File: src/rtl/div_pkg.sv
// Shared types for the sequential signed divider.
//   div_state_t   : FSM states of the divider control
//   div_control_t : per-cycle strobes from the control FSM to the datapath
//     load_ops  - capture operands, signs and magnitudes, clear P
//     step      - one restoring shift/subtract iteration
//     correct   - apply sign correction and write Quot/Rem
//     write_dbz - write the divide-by-zero result (Quot=-1, Rem=A)
package div_pkg;

    localparam int DIV_N_DEFAULT = 8;

    typedef enum logic [1:0] {
        ESPERAR  = 2'd0,
        CALC     = 2'd1,
        CORREGIR = 2'd2,
        FIN      = 2'd3
    } div_state_t;

    typedef struct packed {
        logic load_ops;
        logic step;
        logic correct;
        logic write_dbz;
    } div_control_t;

endpackage

File: src/rtl/div_datapath.sv
// Datapath of the sequential signed divider: operand magnitudes, restoring
// shift/subtract on {P, Qm}, and the final sign correction of Quot/Rem.
// Optional macro DIV_OVF_SAT_EN: on -2^(N-1) / -1 the quotient saturates to
// +2^(N-1)-1 instead of wrapping to -2^(N-1).
// Ports:
//   clk, rst      - clock, asynchronous active-low reset
//   ctrl          - strobes from the control FSM
//   a, b          - signed dividend / divisor (sampled on load_ops)
//   quot, rem     - registered signed results
//   ovf_case      - the captured operands are the overflow pair
module div_datapath
    import div_pkg::*;
#(
    parameter int N = DIV_N_DEFAULT
) (
    input  logic         clk,
    input  logic         rst,
    input  div_control_t ctrl,
    input  logic [N-1:0] a,
    input  logic [N-1:0] b,
    output logic [N-1:0] quot,
    output logic [N-1:0] rem,
    output logic         ovf_case
);

    logic [N:0]   p_reg;
    logic [N-1:0] qm_reg;
    logic [N-1:0] mag_b_reg;
    logic         sign_q_reg;
    logic         sign_r_reg;
    logic         ovf_case_reg;
    logic [N-1:0] quot_reg;
    logic [N-1:0] rem_reg;

    logic [N:0]   p_shift;
    logic [N-1:0] qm_shift;
    logic [N:0]   trial;

    // Two's-complement magnitude; -2^(N-1) maps to 2^(N-1) read as unsigned.
    function automatic logic [N-1:0] magnitude(input logic [N-1:0] v);
        return v[N-1] ? -v : v;
    endfunction

    // {P, Qm} shifted left by one: the dividend MSB moves into P.
    assign p_shift  = (p_reg << 1) | {{N{1'b0}}, qm_reg[N-1]};
    assign qm_shift = qm_reg << 1;
    // A clear top bit of the trial means P >= |B|, so the subtraction stands.
    assign trial    = p_shift - {1'b0, mag_b_reg};

    always_ff @(posedge clk or negedge rst) begin
        if (!rst) begin
            p_reg        <= '0;
            qm_reg       <= '0;
            mag_b_reg    <= '0;
            sign_q_reg   <= 1'b0;
            sign_r_reg   <= 1'b0;
            ovf_case_reg <= 1'b0;
            quot_reg     <= '0;
            rem_reg      <= '0;
        end else begin
            if (ctrl.load_ops) begin
                sign_q_reg   <= a[N-1] ^ b[N-1];
                sign_r_reg   <= a[N-1];
                qm_reg       <= magnitude(a);
                mag_b_reg    <= magnitude(b);
                p_reg        <= '0;
                ovf_case_reg <= (a == {1'b1, {(N-1){1'b0}}}) && (b == {N{1'b1}});
            end
            if (ctrl.write_dbz) begin
                quot_reg <= {N{1'b1}};
                rem_reg  <= a;
            end
            if (ctrl.step) begin
                if (!trial[N]) begin
                    p_reg  <= trial;
                    qm_reg <= {qm_shift[N-1:1], 1'b1};
                end else begin
                    p_reg  <= p_shift;
                    qm_reg <= qm_shift;
                end
            end
            if (ctrl.correct) begin
`ifdef DIV_OVF_SAT_EN
                if (ovf_case_reg) begin
                    quot_reg <= {1'b0, {(N-1){1'b1}}};
                end else begin
                    quot_reg <= sign_q_reg ? -qm_reg : qm_reg;
                end
`else
                // Overflow pair has sign_q=0, so Qm=2^(N-1) wraps to -2^(N-1).
                quot_reg <= sign_q_reg ? -qm_reg : qm_reg;
`endif
                rem_reg  <= sign_r_reg ? -p_reg[N-1:0] : p_reg[N-1:0];
            end
        end
    end

    assign quot     = quot_reg;
    assign rem      = rem_reg;
    assign ovf_case = ovf_case_reg;

endmodule

File: src/rtl/division_signed.sv
// Sequential signed divider (restoring, one quotient bit per clock).
// Quot = A / B truncated toward zero, Rem = A - Quot*B with the sign of A.
// Optional macro DIV_OVF_SAT_EN: saturate Quot on -2^(N-1) / -1.
// Ports:
//   clk       - clock
//   rst       - asynchronous active-low reset
//   valid     - start request, sampled only while idle
//   A, B      - signed dividend / divisor
//   Quot, Rem - signed results, held until the next result write
//   busy      - operation in flight (accept edge until leaving FIN)
//   done      - one-cycle result pulse
//   div_zero  - last result was a divide by zero
//   ovf       - last result was -2^(N-1) / -1
module division_signed
    import div_pkg::*;
#(
    parameter int N = DIV_N_DEFAULT
) (
    input  logic         clk,
    input  logic         rst,
    input  logic         valid,
    input  logic [N-1:0] A,
    input  logic [N-1:0] B,
    output logic [N-1:0] Quot,
    output logic [N-1:0] Rem,
    output logic         busy,
    output logic         done,
    output logic         div_zero,
    output logic         ovf
);

    localparam int CW = $clog2(N + 1);

    div_state_t   state_reg, state_next;
    logic [CW-1:0] cnt_reg, cnt_next;
    div_control_t ctrl;
    logic         div_zero_reg;
    logic         ovf_reg;
    logic         ovf_case;

    always_ff @(posedge clk or negedge rst) begin
        if (!rst) begin
            state_reg <= ESPERAR;
            cnt_reg   <= '0;
        end else begin
            state_reg <= state_next;
            cnt_reg   <= cnt_next;
        end
    end

    always_comb begin
        state_next = state_reg;
        cnt_next   = cnt_reg;
        ctrl       = '0;
        case (state_reg)
            ESPERAR: begin
                if (valid) begin
                    ctrl.load_ops = 1'b1;
                    if (B == '0) begin
                        ctrl.write_dbz = 1'b1;
                        state_next     = FIN;
                    end else begin
                        cnt_next   = CW'(N);
                        state_next = CALC;
                    end
                end
            end
            CALC: begin
                ctrl.step = 1'b1;
                cnt_next  = cnt_reg - CW'(1);
                if (cnt_reg == CW'(1)) begin
                    state_next = CORREGIR;
                end
            end
            CORREGIR: begin
                ctrl.correct = 1'b1;
                state_next   = FIN;
            end
            FIN: begin
                state_next = ESPERAR;
            end
            default: begin
                state_next = ESPERAR;
            end
        endcase
    end

    // Flags are rewritten together with Quot/Rem, so they always describe
    // the result currently on the outputs.
    always_ff @(posedge clk or negedge rst) begin
        if (!rst) begin
            div_zero_reg <= 1'b0;
            ovf_reg      <= 1'b0;
        end else if (ctrl.write_dbz) begin
            div_zero_reg <= 1'b1;
            ovf_reg      <= 1'b0;
        end else if (ctrl.correct) begin
            div_zero_reg <= 1'b0;
            ovf_reg      <= ovf_case;
        end
    end

    div_datapath #(.N(N)) u_datapath (
        .clk      (clk),
        .rst      (rst),
        .ctrl     (ctrl),
        .a        (A),
        .b        (B),
        .quot     (Quot),
        .rem      (Rem),
        .ovf_case (ovf_case)
    );

    assign busy     = (state_reg != ESPERAR);
    assign done     = (state_reg == FIN);
    assign div_zero = div_zero_reg;
    assign ovf      = ovf_reg;

endmodule

File: config.mk
export PLATFORM = sky130hd
export DESIGN_NAME = division_signed
export DESIGN_NICKNAME = d
export VERILOG_FILES = /design/src/rtl/div_pkg.sv /design/src/rtl/div_datapath.sv /design/src/rtl/division_signed.sv
export SDC_FILE = /design/constraint.sdc
export NUM_CORES = 1
export LEC_CHECK = 0
export ABC_AREA = 0
export BUFFER_PORTS_ARGS = -buffer_cell sky130_fd_sc_hd__buf_2
export CAP_MARGIN = 20
export CORE_MARGIN = 2
export CORE_UTILIZATION = 30
export CTS_BUF_LIST = sky130_fd_sc_hd__clkbuf_2
export DETAILED_ROUTE_END_ITERATION = 7
export PLACE_DENSITY_LB_ADDON = 0.12
export SLEW_MARGIN = 20
export SYNTH_ARGS = -nofsm -noshare
export SYNTH_HDL_FRONTEND = slang
export SYNTH_HIERARCHICAL = 1
export SYNTH_SLANG_ARGS = --single-unit
File: constraint.sdc
create_clock -name clk -period 2.3 [get_ports clk]
set_input_delay 0.46 -clock clk [delete_from_list [all_inputs] [get_ports clk]]
set_output_delay 0.46 -clock clk [all_outputs]
set_load 0.05 [all_outputs]
==> implementation parameters <==
Parameter                              Value

Clock tree
  CTS max path bufs    2
  Source-to-sink clock delay at the later pin of the worst-skew pair    0.48 ns
  H-Tree Level Count    2
  TritonCTS Sinks    51
  Clock transition at path regs    0.27 ns
  TritonCTS Buffers    5
  Clock tree root driver cell    sky130_fd_sc_hd__clkbuf_2
  CTS tree    built

Yosys
  Xor-xnor portion of the synthesized cell area    7.81%
  Top post-synthesis cells by area    sky130_fd_sc_hd__dfrtp_1 38%, sky130_fd_sc_hd__mux2i_1 8.0%, sky130_fd_sc_hd__ha_1 7.4%, sky130_fd_sc_hd__xnor2_1 4.4%, sky130_fd_sc_hd__nand2_1 4.0%
  Simple-gate share of the synthesized area    14.7%
  Most used standard cell by instance count after synthesis    sky130_fd_sc_hd__dfrtp_1
  Main combinational cell family by area after synthesis    compound AO/OA/AOI/OAI gates
  Synthesized net count    405
  Predominant post-synthesis flop cell    sky130_fd_sc_hd__dfrtp_1
  Gate count of the mapped netlist    365
  Mean instance size in the synthesized netlist    9.22 um2
  Compound-cell area share of the yosys netlist    16.6%
  Top cell type's share of synthesized area    37.9%
  Netlist area before placement    0.00337 mm2
  Area share of fa/ha/maj cells after synthesis    8.03%
  Count of warnings emitted by yosys    6
  Number of flops mapped to enable cells by yosys    0
  Proportion of register bits with asynchronous set or reset after synthesis    100%
  Unique masters post-synth    53
  Fraction of synthesized area in multiplexers    9.48%
  Synth top cells by count    51 x sky130_fd_sc_hd__dfrtp_1, 36 x sky130_fd_sc_hd__nand2_1, 29 x sky130_fd_sc_hd__inv_1
  Register area share after synthesis    37.9%
  Largest area contributor in the netlist    sky130_fd_sc_hd__dfrtp_1
  Flop and latch count out of synthesis    51

Global route
  Maximum number of pins on one net before global-route repair    38
  Vias in the first global route    2692
  Initial antenna violation count    0
  Overflow after GRT    0
  GRT Util Overall    14.5%
  Global-route wire length before repair    13500 um

Final layout
  Diodes inserted    0
  Final design utilization    36.5%
  Area growth, synth to finish    18.0%
  Number of cells in the finished layout apart from fillers    557
  Nets@finish    456
  Filler instances    1160
  Layout cells sized above 1    20.6%
  Final Instance Area    0.00397 mm2

Setup path
  Classification of the worst setup path    reg -> reg
  Depth of the worst register-to-register path    11
  Worst path required time    2.70 ns
  Crit path arrival time    2.71 ns
  Critical path launch point type    flip-flop
  Worst-path fanout max    3
  Crit path capture type    flip-flop

Floorplanning
  Placement row count    38
  Die Span X    110 um
  Die footprint    0.0121 mm2
  Vert. Die Dim    110 um
  Initial core utilization    30.9%
  # IOs    39
  Core area    0.0109 mm2

Power and ir drop
  Relative contribution of sequential cells to total power    27.8%
  Switching component of the power    2.74 mW
  Internal power    2.92 mW
  Total leakage power    1.83 nW
  Peak VDD IR    0.533 mV
  Part of the total power dissipated in the clock network    8.7%
  Power, Total    5.66 mW
  Fraction of power spent switching nets    48.3%
  Logic gate share of total power    63.4%
  Cell Pwr Density    1420 mW/mm2

STA
  Endpoints failing hold    0
  Rel. slew slack    58.3%
  Highest clock frequency the design can meet    0.432 GHz
  Worst Clk Skew    0.0326 ns
  Final max-slew violation count    0
  Final setup violation count    2
  Final critical-path required period    2.32 ns
  Setup TNS    -0.0190 ns
  PnR worst setup slack    -0.0151 ns
  Worst-Margin Slew    0.625 ns
  Portion of the clock cycle consumed by the worst path in the final layout    101%
  Setup repair after global routing missed its margin    yes

Run status
  Status    finished with violations
  Violated checks    setup timing

Detailed routing
  Count of TritonRoute iterations in the first routing pass    4
  Antenna Violating Nets Remaining    0
  Routed vias    2704
  Number of remaining DRC errors    0
  Total wire length    8150 um
  Detailed-route wire length per cell    14.6 um
  Vias per std cell    4.85
  Iter 0 DRT Violations    80

Hold path
  Number of cells on the worst hold path    2
  Hold Path Class    in -> reg

Place
  Gp weighted congestion    0.831
  Placed Cells    544
  Detailed placement HPWL    6130 um
  IO buf count    38
  Post-DP Area    0.00384 mm2

Flow run
  Max Cap Viol    0
cell type report:
| cell class | count | area (um2) | share of cell area, % |
|---|---|---|---|
| Clock buffer | 5 | 25.0 | 0.630 |
| Clock inverter | 3 | 38.8 | 0.976 |
| Inverter | 29 | 109 | 2.74 |
| Multi-Input combinational cell | 268 | 1930 | 48.7 |
| Sequential cell | 51 | 1280 | 32.1 |
| Tap cell | 140 | 175 | 4.41 |
| Timing Repair Buffer | 61 | 415 | 10.5 |
stage by stage:
step	worst slack, ns	hold WS (ns)
global route	-0.153	0.234
finish	-0.0151	0.273
global placement	-0.0877	0.459
CTS	-0.0429	0.243
floorplan	-0.0450	0.164
detailed placement	-0.0677	0.484
power by group through the flow:
stage / combinational, mW / clock (mW) / sequential, mW
2_1_floorplan: 2.21 / 0 / 1.98
3_3_place_gp: 3.46 / 0 / 1.59
3_5_place_dp: 3.50 / 0 / 1.60
4_1_cts: 3.61 / 0.524 / 1.58
5_1_grt: 3.96 / 0.563 / 1.64
6_report: 3.59 / 0.495 / 1.58
path summary, 6_finish.rpt:
path                       slack (ns)            startpoint                      end
setup / recovery                -0.02  u_datapath/qm_reg[7]      u_datapath/p_reg[5]
hold / removal                   0.27                  B[0]  u_datapath/mag_b_reg[0]
setup reg to reg                -0.02  u_datapath/qm_reg[7]      u_datapath/p_reg[5]
hold reg to reg                  0.53              div_zero                 div_zero
max in group asynchronous        1.23                   rst      u_datapath/ovf_case
min in group asynchronous        0.46                   rst       u_datapath/quot[5]
critical path, stage by stage (launching register included):
cell and delay, ns:
sky130_fd_sc_hd__dfrtp_1 0.45, sky130_fd_sc_hd__inv_2 0.08, sky130_fd_sc_hd__ha_4 0.13, sky130_fd_sc_hd__inv_2 0.03, sky130_fd_sc_hd__fa_2 0.36, sky130_fd_sc_hd__a211oi_4 0.22
sky130_fd_sc_hd__buf_4 0.15, sky130_fd_sc_hd__o211a_1 0.13, sky130_fd_sc_hd__a221o_1 0.19, sky130_fd_sc_hd__buf_4 0.14, sky130_fd_sc_hd__a311oi_2 0.03, sky130_fd_sc_hd__a311o_1 0.33
placed cells by master (no fill, tap or decap), drive strengths merged, types with 2 or more instances in the layout:
cell	netlist	final
nand4	2	2
buf	5	60
o21ai	25	25
nor2b	7	7
xnor2	17	17
mux2i	27	27
nand2	36	36
a221oi	2	2
o22ai	4	4
inv	29	29
nor2	26	26
and2	2	2
a31oi	2	2
nor3	6	6
xor2	13	13
clkbuf	12	5
o211a	2	2
a21o	2	2
nand3	3	3
or3	5	5
o211ai	3	3
o31ai	11	11
or4	2	2
a21oi	22	22
dfrtp	51	51
and3	2	2
a211oi	4	4
clkinv	0	2
ha	20	20
a21boi	2	2
mux2	4	4
nand2b	4	4
timing repair:
action,CTS,global route
setup buffers,3,1
hold buffers,1,0
gates resized for setup,7,0
endpoints found under the setup margin,8,8
endpoints found under the hold margin,24,0
pin swaps,3,0
routing by layer:
layer | vias up | share of wire [%] | GRT usage, %
met2 | 42 | 48 | 25.3
met3 | 8 | 3.5 | 2.55
met5 | - | 0 | 0
met1 | 1282 | 48 | 18.8
li1 | 1372 | - | -
met4 | 0 | 0.81 | 2.80
cells by family (layout without fill, tap and decap cells):
logic type	Yosys count	count (layout)
AO/OA/AOI/OAI	84	84
XOR/XNOR	30	30
adder cells (fa/ha/maj)	21	21
AND/OR/NAND/NOR	102	102
buffers and inverters	46	98
flip-flops	51	51
multiplexers	31	31
Note: power is estimated with default switching activity, not from simulation.
